[config.mk]
export PLATFORM = sky130hd
export DESIGN_NAME = vec_issue_ctrl
export DESIGN_NICKNAME = d
export VERILOG_FILES = /design/src/rtl/vec_pkg.sv /design/src/rtl/vec_beat_counter.sv /design/src/rtl/vec_issue_ctrl.sv
export SDC_FILE = /design/constraint.sdc
export NUM_CORES = 1
export LEC_CHECK = 0
export ABC_AREA = 1
export BUFFER_PORTS_ARGS = -buffer_cell sky130_fd_sc_hd__buf_2
export CORE_ASPECT_RATIO = 0.9
export CORE_MARGIN = 10
export CORE_UTILIZATION = 51
export CTS_BUF_LIST = sky130_fd_sc_hd__clkbuf_2
export CTS_CLUSTER_DIAMETER = 80
export DETAILED_ROUTE_END_ITERATION = 6
export PLACE_DENSITY = 0.87
export REMOVE_ABC_BUFFERS = 1
export SLEW_MARGIN = 20
export SYNTH_ARGS = -nofsm -noshare
export SYNTH_HDL_FRONTEND = slang
export SYNTH_SLANG_ARGS = --single-unit
[constraint.sdc]
create_clock -name clk -period 2.8 [get_ports clk]
set_input_delay 0.28 -clock clk [delete_from_list [all_inputs] [get_ports clk]]
set_output_delay 0.28 -clock clk [all_outputs]
set_load 0.1 [all_outputs]
[src/rtl/vec_pkg.sv]
// rtl/vec_pkg.sv - shared states, field positions and default geometry for the vector issue controller
package vec_pkg;

    typedef enum logic [1:0] {
        ST_IDLE   = 2'd0,
        ST_SCALAR = 2'd1,
        ST_VECTOR = 2'd2
    } vec_state_e;

    localparam int VEC_BIT   = 31;
    localparam int VLEN_DEF  = 8;
    localparam int LANES_DEF = 2;

    // A single-beat geometry still needs a 1-bit counter to keep port widths legal.
    function automatic int beat_width(input int beats);
        return (beats > 1) ? $clog2(beats) : 1;
    endfunction

endpackage

[src/rtl/vec_beat_counter.sv]
// rtl/vec_beat_counter.sv - beat counter with consume enable, clear and last-beat detect
module vec_beat_counter #(
    parameter int BEATS = 4,
    parameter int BW    = 2
) (
    input  logic          clk,
    input  logic          rst,
    input  logic          clr,
    input  logic          en,
    output logic [BW-1:0] beat,
    output logic          last
);

    assign last = (beat == BW'(BEATS - 1));

    // Wrapping to zero after the final beat keeps the next instruction starting at element 0.
    always_ff @(posedge clk) begin
        if (rst || clr) begin
            beat <= '0;
        end else if (en) begin
            beat <= last ? '0 : beat + 1'b1;
        end
    end

endmodule

[src/rtl/vec_issue_ctrl.sv]
// rtl/vec_issue_ctrl.sv - issues scalar instructions as one beat and vector instructions as VLEN/LANES beats
module vec_issue_ctrl
    import vec_pkg::*;
#(
    parameter int VLEN  = VLEN_DEF,
    parameter int LANES = LANES_DEF
) (
    input  logic                    clk,
    input  logic                    rst,
    input  logic                    in_valid,
    input  logic [31:0]             instr,
    output logic                    in_ready,
    input  logic                    flush,
    input  logic                    stall_ex,
    output logic                    out_valid,
    output logic [31:0]             out_instr,
    output logic [$clog2(VLEN)-1:0] out_elem,
    output logic                    out_last,
    output logic                    busy
);

    localparam int BEATS  = VLEN / LANES;
    localparam int BW     = beat_width(BEATS);
    localparam int ELEM_W = $clog2(VLEN);

    vec_state_e          state;
    vec_state_e          state_next;
    logic [BW-1:0]       beat;
    logic                beat_last;
    logic                accept;
    logic                consume;
    logic [ELEM_W-1:0]   elem_calc;

    assign out_valid = (state != ST_IDLE);
    assign busy      = (state == ST_VECTOR);
    assign out_last  = (state == ST_SCALAR) || ((state == ST_VECTOR) && beat_last);
    assign elem_calc = ELEM_W'(beat) * ELEM_W'(LANES);
    assign out_elem  = (state == ST_VECTOR) ? elem_calc : '0;

    // Accepting on the final consumed beat removes the bubble between instructions.
    assign in_ready = !flush && (!out_valid || (out_last && !stall_ex));
    assign accept   = in_valid && in_ready;
    assign consume  = out_valid && !stall_ex;

    vec_beat_counter #(
        .BEATS (BEATS),
        .BW    (BW)
    ) u_beat_counter (
        .clk  (clk),
        .rst  (rst),
        .clr  (flush || accept),
        .en   (consume && (state == ST_VECTOR)),
        .beat (beat),
        .last (beat_last)
    );

    always_ff @(posedge clk) begin
        if (rst) begin
            state <= ST_IDLE;
        end else begin
            state <= state_next;
        end
    end

    always_comb begin
        state_next = state;
        if (flush) begin
            state_next = ST_IDLE;
        end else if (accept) begin
            state_next = instr[VEC_BIT] ? ST_VECTOR : ST_SCALAR;
        end else if (consume && out_last) begin
            state_next = ST_IDLE;
        end
    end

    always_ff @(posedge clk) begin
        if (rst) begin
            out_instr <= '0;
        end else if (accept) begin
            out_instr <= instr;
        end
    end

endmodule

==> results.cfg, run 1 <==
[setup_path]
crit_path_max_incr_delay_ps = 470
crit_arrival_ps = 2380
cp_cell_sequence = ha_1, nand2_1, nand2_1, nand2_2, nand2_2, nand3_2, buf_12, nand2_1, nand2_1, nor2_1
end_kind = register
path_class = reg2reg
critical_path_required_ps = 3110
crit_fanout = 34
worstSetupStartpointType = register
critPathSlowestCell = nand3_2
path_buf_inv = 1
cp_top_family = simple AND/OR/NAND/NOR gates
crit_path_frequent_cell = nand2_1

[sta]
slew_headroom = 0.3822
max_freq_mhz = 483.6
maxSlewViolCount = 0
fin_skew_ps = 7.410
setup_viol = 0
finalHoldViolations = 0
fin_setup_tns_ps = 0
rsz0062_at_grt = no
period_share = 0.7385
worst_slew_pin_slew_ps = 925.7
fin_crit_ps = 2068

[routing]
routedWlPerCell_um = 10.17
vias_per_cell = 4.207
via_count = 1506
first_pass_iters = 4
ant_nets = 0
drc_errors = 0
drt_iter0_drc = 39
wl_um = 3640

[placed_design]
io_buffers = 74
gp_congestion = 0.7196
dp_hpwl_um = 2779

[finish]
areaGrowthSynthToFinish_pct = 25.53
multiInputGateArea_um2 = 634.4
fin_util = 0.6581
register_area_um2 = 720.7
fill_cells = 283
antenna_cells = 0
drive_gt1_frac = 0.2753
layout.nets = 353

[pwr]
combPwrFrac = 0.356
seqPwrFrac = 0.462
p_switching_uw = 527.3
ir_worst_vdd_uv = 382.4
leakage_nw = 1.188
intPower_uw = 690.4
swShare = 0.4331
p_per_area_nw_per_um2 = 612.9
p_clk_frac = 0.182

[floorplanning]
start_util = 0.5242
die_h_um = 72.85
rows = 19
die_w_um = 78.72
io_pins = 76
die-area_um2 = 5735
coreArea_um2 = 3019

[clock_tree]
cts_hold_buf = 0
clk_latency_ps = 360
clkTransAtPathRegs_ps = 160
cts-root-buf = clkbuf_2
cts_num_sinks = 36
cts_setup_buffers = 0
cts_buffers = 5
tritoncts = done
cts_resized = 0
cts.htree.levels = 2
clockBufferDepth = 2

[run_status]
status = complete, no violations

[global_routing]
first_global_vias = 1456
grt_usage = 0.1290
grt_first_pass_wirelength_um = 6154
antenna_found_initial = 0
grt_overflow = 0
grt_max_degree = 35

[synthesis]
syn_avg_cell_area_um2 = 6.487
synth.distinct_cells = 18
ys.flop_type = dfxtp_1
synth.yosys.seq_area_share = 0.4553
synth_edf_count = 0
synthArstFlopShare = 0
yosys_warnings = 0
ys_ff_latch = 36
syn_inst = 244
syn_area_um2 = 1583

[min_path]
hp-class = in2reg

[run]
drv_cap = 0
## layout make-up
cell class,count,area share
Tap cell,42,0.02645
Sequential cell,36,0.3627
Clock inverter,1,0.001889
Clock buffer,7,0.01763
Inverter,40,0.07557
Multi-Input combinational cell,157,0.3193
Timing Repair Buffer,75,0.1965
## synth_stat cells (2+ instances only)
master    instances  area share
a21oi_1           5       0.016
buf_2             2      0.0063
buf_4             3       0.014
buf_6             3       0.021
clkbuf_1          3      0.0071
dfxtp_1          36        0.46
inv_1            40       0.095
nand2_1          73        0.17
nand2_2           2      0.0079
nand3_1           2      0.0063
nor2_1           68        0.16
## registers in the layout, summed over array words and instances, names as in the netlist
signal,cells
u_beat_counter.beat,2
state,2
out_instr,32
## final timing paths
kind / start / slack (ps) / end / cells after the start
hold reg to reg: out_instr[31] / 490 / out_instr[31] / 2
hold / removal: rst / 90 / out_instr[31] / 2
setup / recovery: u_beat_counter.beat[0] / 730 / out_instr[10] / 10
setup reg to reg: u_beat_counter.beat[0] / 730 / out_instr[10] / 10
## cell usage in the layout, fill, tap and decap left out
cell / instances
clkbuf_2: 7
buf_2: 74
dfxtp_1: 36
ha_1: 1
nand2_2: 2
inv_1: 40
nor2_1: 68
nand4_1: 1
buf_12: 1
conb_1: 1
clkinv_1: 1
nand2_1: 73
a21oi_1: 5
nor2_2: 1
nand3_1: 2
nor2_4: 1
a21boi_0: 1
nand3_2: 1
## per-stage QoR
step / area [um^2] / total power, mW / setup slack (ps) / cells / hold slack [ps]
after floorplan: 1505 / 0.9271 / -758.9 / 233 / 349.1
after global placement: 1948 / 1.005 / 857.6 / 350 / 468.1
after detailed placement: 1948 / 1.009 / 751.6 / 350 / 459.7
after CTS: 1987 / 1.232 / 715.0 / 358 / 52.55
after global routing: 1987 / 1.288 / 530.7 / 358 / 28.34
final: 1987 / 1.218 / 732.1 / 358 / 89.19
## power by group through the flow
stage / Combinational [mW] / Sequential (mW) / Clock [mW]
after floorplan: 0.113 / 0.814 / 0
after global placement: 0.433 / 0.573 / 0
after detailed placement: 0.435 / 0.574 / 0
after CTS: 0.436 / 0.563 / 0.232
after global routing: 0.463 / 0.568 / 0.257
final: 0.433 / 0.563 / 0.222
## layer usage
metal | vias to the layer above | track usage | part of all wire
li1 | 836 | - | -
met4 | 0 | 0.05567 | 0.015
met3 | 8 | 0.08128 | 0.12
met2 | 59 | 0.1962 | 0.42
met1 | 603 | 0.1406 | 0.44
met5 | - | 0 | 0
## logic make-up after synthesis
family	after synthesis	synth area share
fa+ha+maj	1	0.007904
buf+inv	51	0.1439
compound gates	6	0.02055
other cells	1	0.002369
simple gates	149	0.3700
flops	36	0.4553
(Power assumes the default switching activity.)
==> run 2, diff against run 1 <==
--- a/config.mk
+++ b/config.mk
@@ -5,15 +5,15 @@
 export SDC_FILE = /design/constraint.sdc
 export NUM_CORES = 1
 export LEC_CHECK = 0
-export ABC_AREA = 1
+export ABC_AREA = 0
 export BUFFER_PORTS_ARGS = -buffer_cell sky130_fd_sc_hd__buf_2
 export CORE_ASPECT_RATIO = 0.9
 export CORE_MARGIN = 10
-export CORE_UTILIZATION = 51
+export CORE_UTILIZATION = 49
 export CTS_BUF_LIST = sky130_fd_sc_hd__clkbuf_2
 export CTS_CLUSTER_DIAMETER = 80
 export DETAILED_ROUTE_END_ITERATION = 6
-export PLACE_DENSITY = 0.87
+export PLACE_DENSITY = 0.82
 export REMOVE_ABC_BUFFERS = 1
 export SLEW_MARGIN = 20
 export SYNTH_ARGS = -nofsm -noshare
==> constraint.sdc (replaced) <==
create_clock -name clk -period 2 [get_ports clk]
set_input_delay 0.2 -clock clk [delete_from_list [all_inputs] [get_ports clk]]
set_output_delay 0.2 -clock clk [all_outputs]
set_load 0.1 [all_outputs]
==> run 2 against run 1 <==
Against the previous run:
- cell area rose by 7.7%
- synthesized cell count fell by 30%
- hold slack got worse by 30 ps
- first-iteration DRC count rose by 120%
- critical path type is now reg2out
- synthesized area rose by 10%
- sequential power rose by 37%
- utilization fell by 2.9 points
- final cell count fell by 19%
- setup slack got worse by 600 ps
==> results.cfg, run 2 <==
[run_status]
status = complete, no violations

[min_path]
min_path_cells = 3
hp-class = in2reg

[synthesis]
synth_edf_count = 0
synth.yosys.seq_area_share = 0.4129
synthTopCellsByCount = nand2b_1 (64), dfxtp_1 (36), mux2i_1 (34)
synth_top_area_share = 0.4129
synth.most_common_cell = nand2b_1
syn_inst = 171
synth_area_leader_cell = dfxtp_1
synth.distinct_cells = 26
synthArstFlopShare = 0
syn_avg_cell_area_um2 = 10.21
synthTopCellsByArea = dfxtp_1 (41%), nand2b_1 (23%), mux2i_1 (19%), buf_12 (3.4%), nor4_2 (1.4%)
yosys_warnings = 0
syn_area_um2 = 1745
ys_ff_latch = 36
ys.flop_type = dfxtp_1

[setup_path]
cp_cell_sequence = ha_1, nor3b_2, nor2_1, nor2_1, clkbuf_4
path_class = reg2out
reg2reg_depth = 5
critical_path_required_ps = 1800
crit_path_max_incr_delay_ps = 400
critPathSlowestCell = dfxtp_1
crit_fanout = 4
worstSetupStartpointType = register
crit_arrival_ps = 1670
end_kind = output port
crit_path_frequent_cell = nor2_1

[sta]
fin_setup_tns_ps = 0
fin_crit_ps = 1870
max_freq_mhz = 534.8
setup_viol = 0
setup_slack_ps = 130.2
maxSlewViolCount = 0
slew_headroom = 0.6609
rsz0062_at_grt = no
finalHoldViolations = 0
period_share = 0.9349
worst_slew_pin_slew_ps = 512.1
fin_hold_ws_ps = 58.77
fin_skew_ps = 7.030

[placed_design]
dp.cells = 280
placed_area_um2 = 2088
dp_hpwl_um = 2970
io_buffers = 74
gp_congestion = 0.7671
place_ws_ps = 442.8

[pwr]
power_mw = 1.564
leakage_nw = 0.9963
p_per_area_nw_per_um2 = 731.1
ir_worst_vdd_uv = 551.3

[floorplanning]
io_pins = 76
rows = 20
die_w_um = 82.91
die_h_um = 76.62
coreArea_um2 = 3403
die-area_um2 = 6353
start_util = 0.5129

[finish]
top_regs = out_instr (32), state (2), u_beat_counter.beat (2)
fill_cells = 322
fin_area_um2 = 2140
layout_common_cells = buf_2 (73), nand2b_1 (64), dfxtp_1 (36)
largest_reg_flops = 32
post_layout_nonfiller_instances = 289
drive_gt1_frac = 0.3714
antenna_cells = 0
layout.nets = 282
largest_register = out_instr
final_common_cell = buf_2
fin_util = 0.6287
areaGrowthSynthToFinish_pct = 22.58

[routing]
drt_iter0_drc = 84
ant_nets = 0
via_count = 1341
vias_per_cell = 4.640
drc_errors = 0
first_pass_iters = 4
wl_um = 3787
routedWlPerCell_um = 13.10

[global_routing]
grt_first_pass_wirelength_um = 6320
grt_usage = 0.1180
grt_overflow = 0
antenna_found_initial = 0
grt_max_degree = 39
first_global_vias = 1407

[clock_tree]
clockBufferDepth = 2
cts_buffers = 5
cts-root-buf = clkbuf_2
clk_latency_ps = 370
cts_setup_buffers = 0
cts_num_sinks = 36
tritoncts = done
clkTransAtPathRegs_ps = 170
cts.htree.levels = 2

[run]
drv_cap = 0
==> run 2: power breakdown <==
group	switching, mW	internal, mW
sequential	0.0189	0.753
clock	0.228	0.0783
combinational	0.370	0.116
total	0.617	0.947
==> run 2: path summary, 6_finish.rpt <==
path                                from            end  slack [ps]
setup reg to reg  u_beat_counter.beat[0]   out_instr[6]         440
setup / recovery  u_beat_counter.beat[0]       in_ready         130
hold reg to reg            out_instr[10]  out_instr[10]         480
hold / removal                 instr[13]  out_instr[13]          60
==> run 2: final cells by class <==
| type | count | area, um^2 | area share |
|---|---|---|---|
| clock buffer | 5 | 25.02 | 0.01170 |
| clock inverter | 3 | 13.76 | 0.006433 |
| inverter | 1 | 3.754 | 0.001754 |
| multi-input combinational | 122 | 915.9 | 0.4281 |
| sequential | 36 | 720.7 | 0.3368 |
| tap | 44 | 55.05 | 0.02573 |
| timing repair buffer | 78 | 405.4 | 0.1895 |
==> run 2: cell families (layout without fill, tap and decap cells) <==
group | count (synthesis) | after routing | share of synthesized area
multiplexers | 34 | 34 | 0.1950
other | 1 | 1 | 0.002148
AO/OA/AOI/OAI | 8 | 8 | 0.03154
flip-flops | 36 | 36 | 0.4129
buffers and inverters | 13 | 87 | 0.06308
adder cells (fa/ha/maj) | 1 | 1 | 0.007167
AND/OR/NAND/NOR | 78 | 78 | 0.2882
==> run 2: layer usage <==
layer	vias to the layer above	GRT usage	routed length, um
met2	52	0.1674	1601
met1	586	0.1316	1620
li1	698	-	-
met4	0	0.05102	42
met3	5	0.08333	522
met5	-	0	0
==> run 2: timing repair <==
item | CTS | global route
endpoints found under the hold margin | 1 | 0
hold buffers | 1 | 0
resized for setup | 0 | 1
setup endpoints to repair | 0 | 1
==> run 2: worst max-delay path: cells and delay by family, from the launching register on <==
family	cells	cell delay, ps
adders and majority gates	1	200
DFF	1	400
buffers and inverters	1	330
and+or+nand+nor	3	390
==> run 3, diff against run 2 <==
--- a/config.mk
+++ b/config.mk
@@ -6,14 +6,14 @@
 export NUM_CORES = 1
 export LEC_CHECK = 0
 export ABC_AREA = 0
-export BUFFER_PORTS_ARGS = -buffer_cell sky130_fd_sc_hd__buf_2
 export CORE_ASPECT_RATIO = 0.9
 export CORE_MARGIN = 10
-export CORE_UTILIZATION = 49
+export CORE_UTILIZATION = 55
 export CTS_BUF_LIST = sky130_fd_sc_hd__clkbuf_2
 export CTS_CLUSTER_DIAMETER = 80
 export DETAILED_ROUTE_END_ITERATION = 6
-export PLACE_DENSITY = 0.82
+export DONT_BUFFER_PORTS = 1
+export PLACE_DENSITY = 0.7
 export REMOVE_ABC_BUFFERS = 1
 export SLEW_MARGIN = 20
 export SYNTH_ARGS = -nofsm -noshare
==> run 3 against run 2 <==
Against the previous run:
- count of clock-buffer cells in the layout stayed put
- highest routed layer unchanged
- critical path type unchanged
- maximum frequency is 2.5% higher
- critical path depth stayed put
- clock power is 45% higher
- cell area is 15% higher
- routed wire length is 16% higher
- register-to-register slack worse by 240 ps
- critical endpoint unchanged
==> results.cfg, run 3 (same netlist as run 2, synthesis figures left out) <==
[pwr]
leakage_nw = 1.017
combPwrFrac = 0.309
intPower_mw = 1.116
p_per_area_nw_per_um2 = 714.0
p_switching_uw = 635.7
p_clk_frac = 0.253
swShare = 0.3629
seqPwrFrac = 0.437
ir_worst_vdd_uv = 666.1

[sta]
max_freq_mhz = 548.1
fin_hold_ws_ps = 121.8
maxSlewViolCount = 0
slew_headroom = 0.6553
fin_crit_ps = 1825
fin_setup_tns_ps = 0
worst_slew_pin_slew_ps = 520.1
finalHoldViolations = 0
fin_skew_ps = 19.96
period_share = 0.9123
setup_viol = 0

[global_routing]
grt_usage = 0.1549
use_met1 = 0.1544
grt_max_degree = 69
antenna_found_initial = 0
grt_use_met2 = 0.2751
first_global_vias = 1477
grt_busiest_layer = met2
grt_use_met3 = 0.07683
grt_first_pass_wirelength_um = 7176
grt_overflow = 0

[floorplanning]
die_h_um = 73.45
die-area_um2 = 5830
die_w_um = 79.38
start_util = 0.5736
coreArea_um2 = 3043
io_pins = 76
rows = 19

[finish]
layout_common_cells = nand2b_1 (64), dfxtp_1 (36), buf_4 (36)
largest_reg_flops = 32
final_common_cell = nand2b_1
areaGrowthSynthToFinish_pct = 40.57
top_regs = out_instr (32), state (2), u_beat_counter.beat (2)
layout.nets = 279
largest_register = out_instr
drive_gt1_frac = 0.2273
antenna_cells = 0

[routing]
via_count = 1368
ant_nets = 0
first_pass_iters = 4
wl_um = 4392
routedWlPerCell_um = 15.46
drt_iter0_drc = 102
drc_errors = 0
vias_per_cell = 4.817

[min_path]
hp-class = in2reg

[setup_path]
cp_cell_sequence = ha_1, nor3b_2, nor2_1, nor2_2, buf_6
crit_arrival_ps = 1620
crit_path_max_incr_delay_ps = 390
end_kind = output port
critical_path_required_ps = 1800
crit_fanout = 4
critPathSlowestCell = dfxtp_1
path_class = reg2out
worstSetupStartpointType = register

[run]
drv_cap = 0

[clock_tree]
cts-root-buf = clkbuf_2
tritoncts = done
cts_num_sinks = 36
clockBufferDepth = 2
cts_buffers = 5
cts.htree.levels = 2
clkTransAtPathRegs_ps = 150
clk_latency_ps = 400

[run_status]
status = complete, no violations

[placed_design]
dp_hpwl_um = 2981
io_buffers = 0
gp_congestion = 0.7358
run 3: timing repair:
item                                   CTS  global route
hold buffers                            36             0
endpoints found under the hold margin   36             0
setup endpoints to repair                0             1
buffers inserted                         0             0
resized for setup                        0             1
run 3: area by class of cell:
cell class / count / area, um^2
clock inverters: 3 / 37.54
fillers: 217 / 589.3
multi-input cells: 122 / 922.1
inverters: 1 / 3.754
repair buffers: 75 / 691.9
well taps: 42 / 52.55
flip-flops and latches: 36 / 720.7
clock buffers: 5 / 25.02
run 3: worst paths after layout:
check / cells past startpoint / to / startpoint / slack (ps)
max: 5 / in_ready / u_beat_counter.beat[0] / 180
min: 3 / u_beat_counter.beat[1] / stall_ex / 120
max reg2reg: 5 / state[0] / u_beat_counter.beat[0] / 200
min reg2reg: 2 / out_instr[24] / out_instr[24] / 500
run 3: worst max-delay path, delay by kind of cell (launching register included):
| family | cells | cell delay, ps |
|---|---|---|
| simple gates | 3 | 420 |
| flops | 1 | 390 |
| buf+inv | 1 | 230 |
| fa+ha+maj | 1 | 200 |
run 3: power by group through the flow:
stage                     Sequential (mW)  Clock (mW)  Combinational (mW)
final                               0.766       0.444               0.542
after global routing                0.771       0.483               0.566
after CTS                           0.766       0.453               0.541
after detailed placement            0.781           0               0.468
after global placement              0.780           0               0.461
after floorplan                      1.03           0               0.135
run 3: layer usage:
metal	wire length, um	part of all wire	up-vias
li1	-	-	696
met1	1615	0.37	622
met2	2310	0.53	42
met3	403	0.092	8
met4	63	0.014	0
met5	0	0	-
run 3: per-stage QoR:
stage / utilization / cells / power, mW / area [um^2] / setup slack (ps)
global route: 0.8063 / 284 / 1.820 / 2454 / -7.262
detailed placement: 0.6628 / 240 / 1.249 / 2017 / 387.8
floorplan: - / 159 / 1.168 / 1639 / -773.3
global placement: 0.6628 / 240 / 1.240 / 2017 / 498.6
CTS: 0.8051 / 284 / 1.760 / 2450 / 135.0
finish: 0.8063 / 284 / 1.752 / 2454 / 175.3
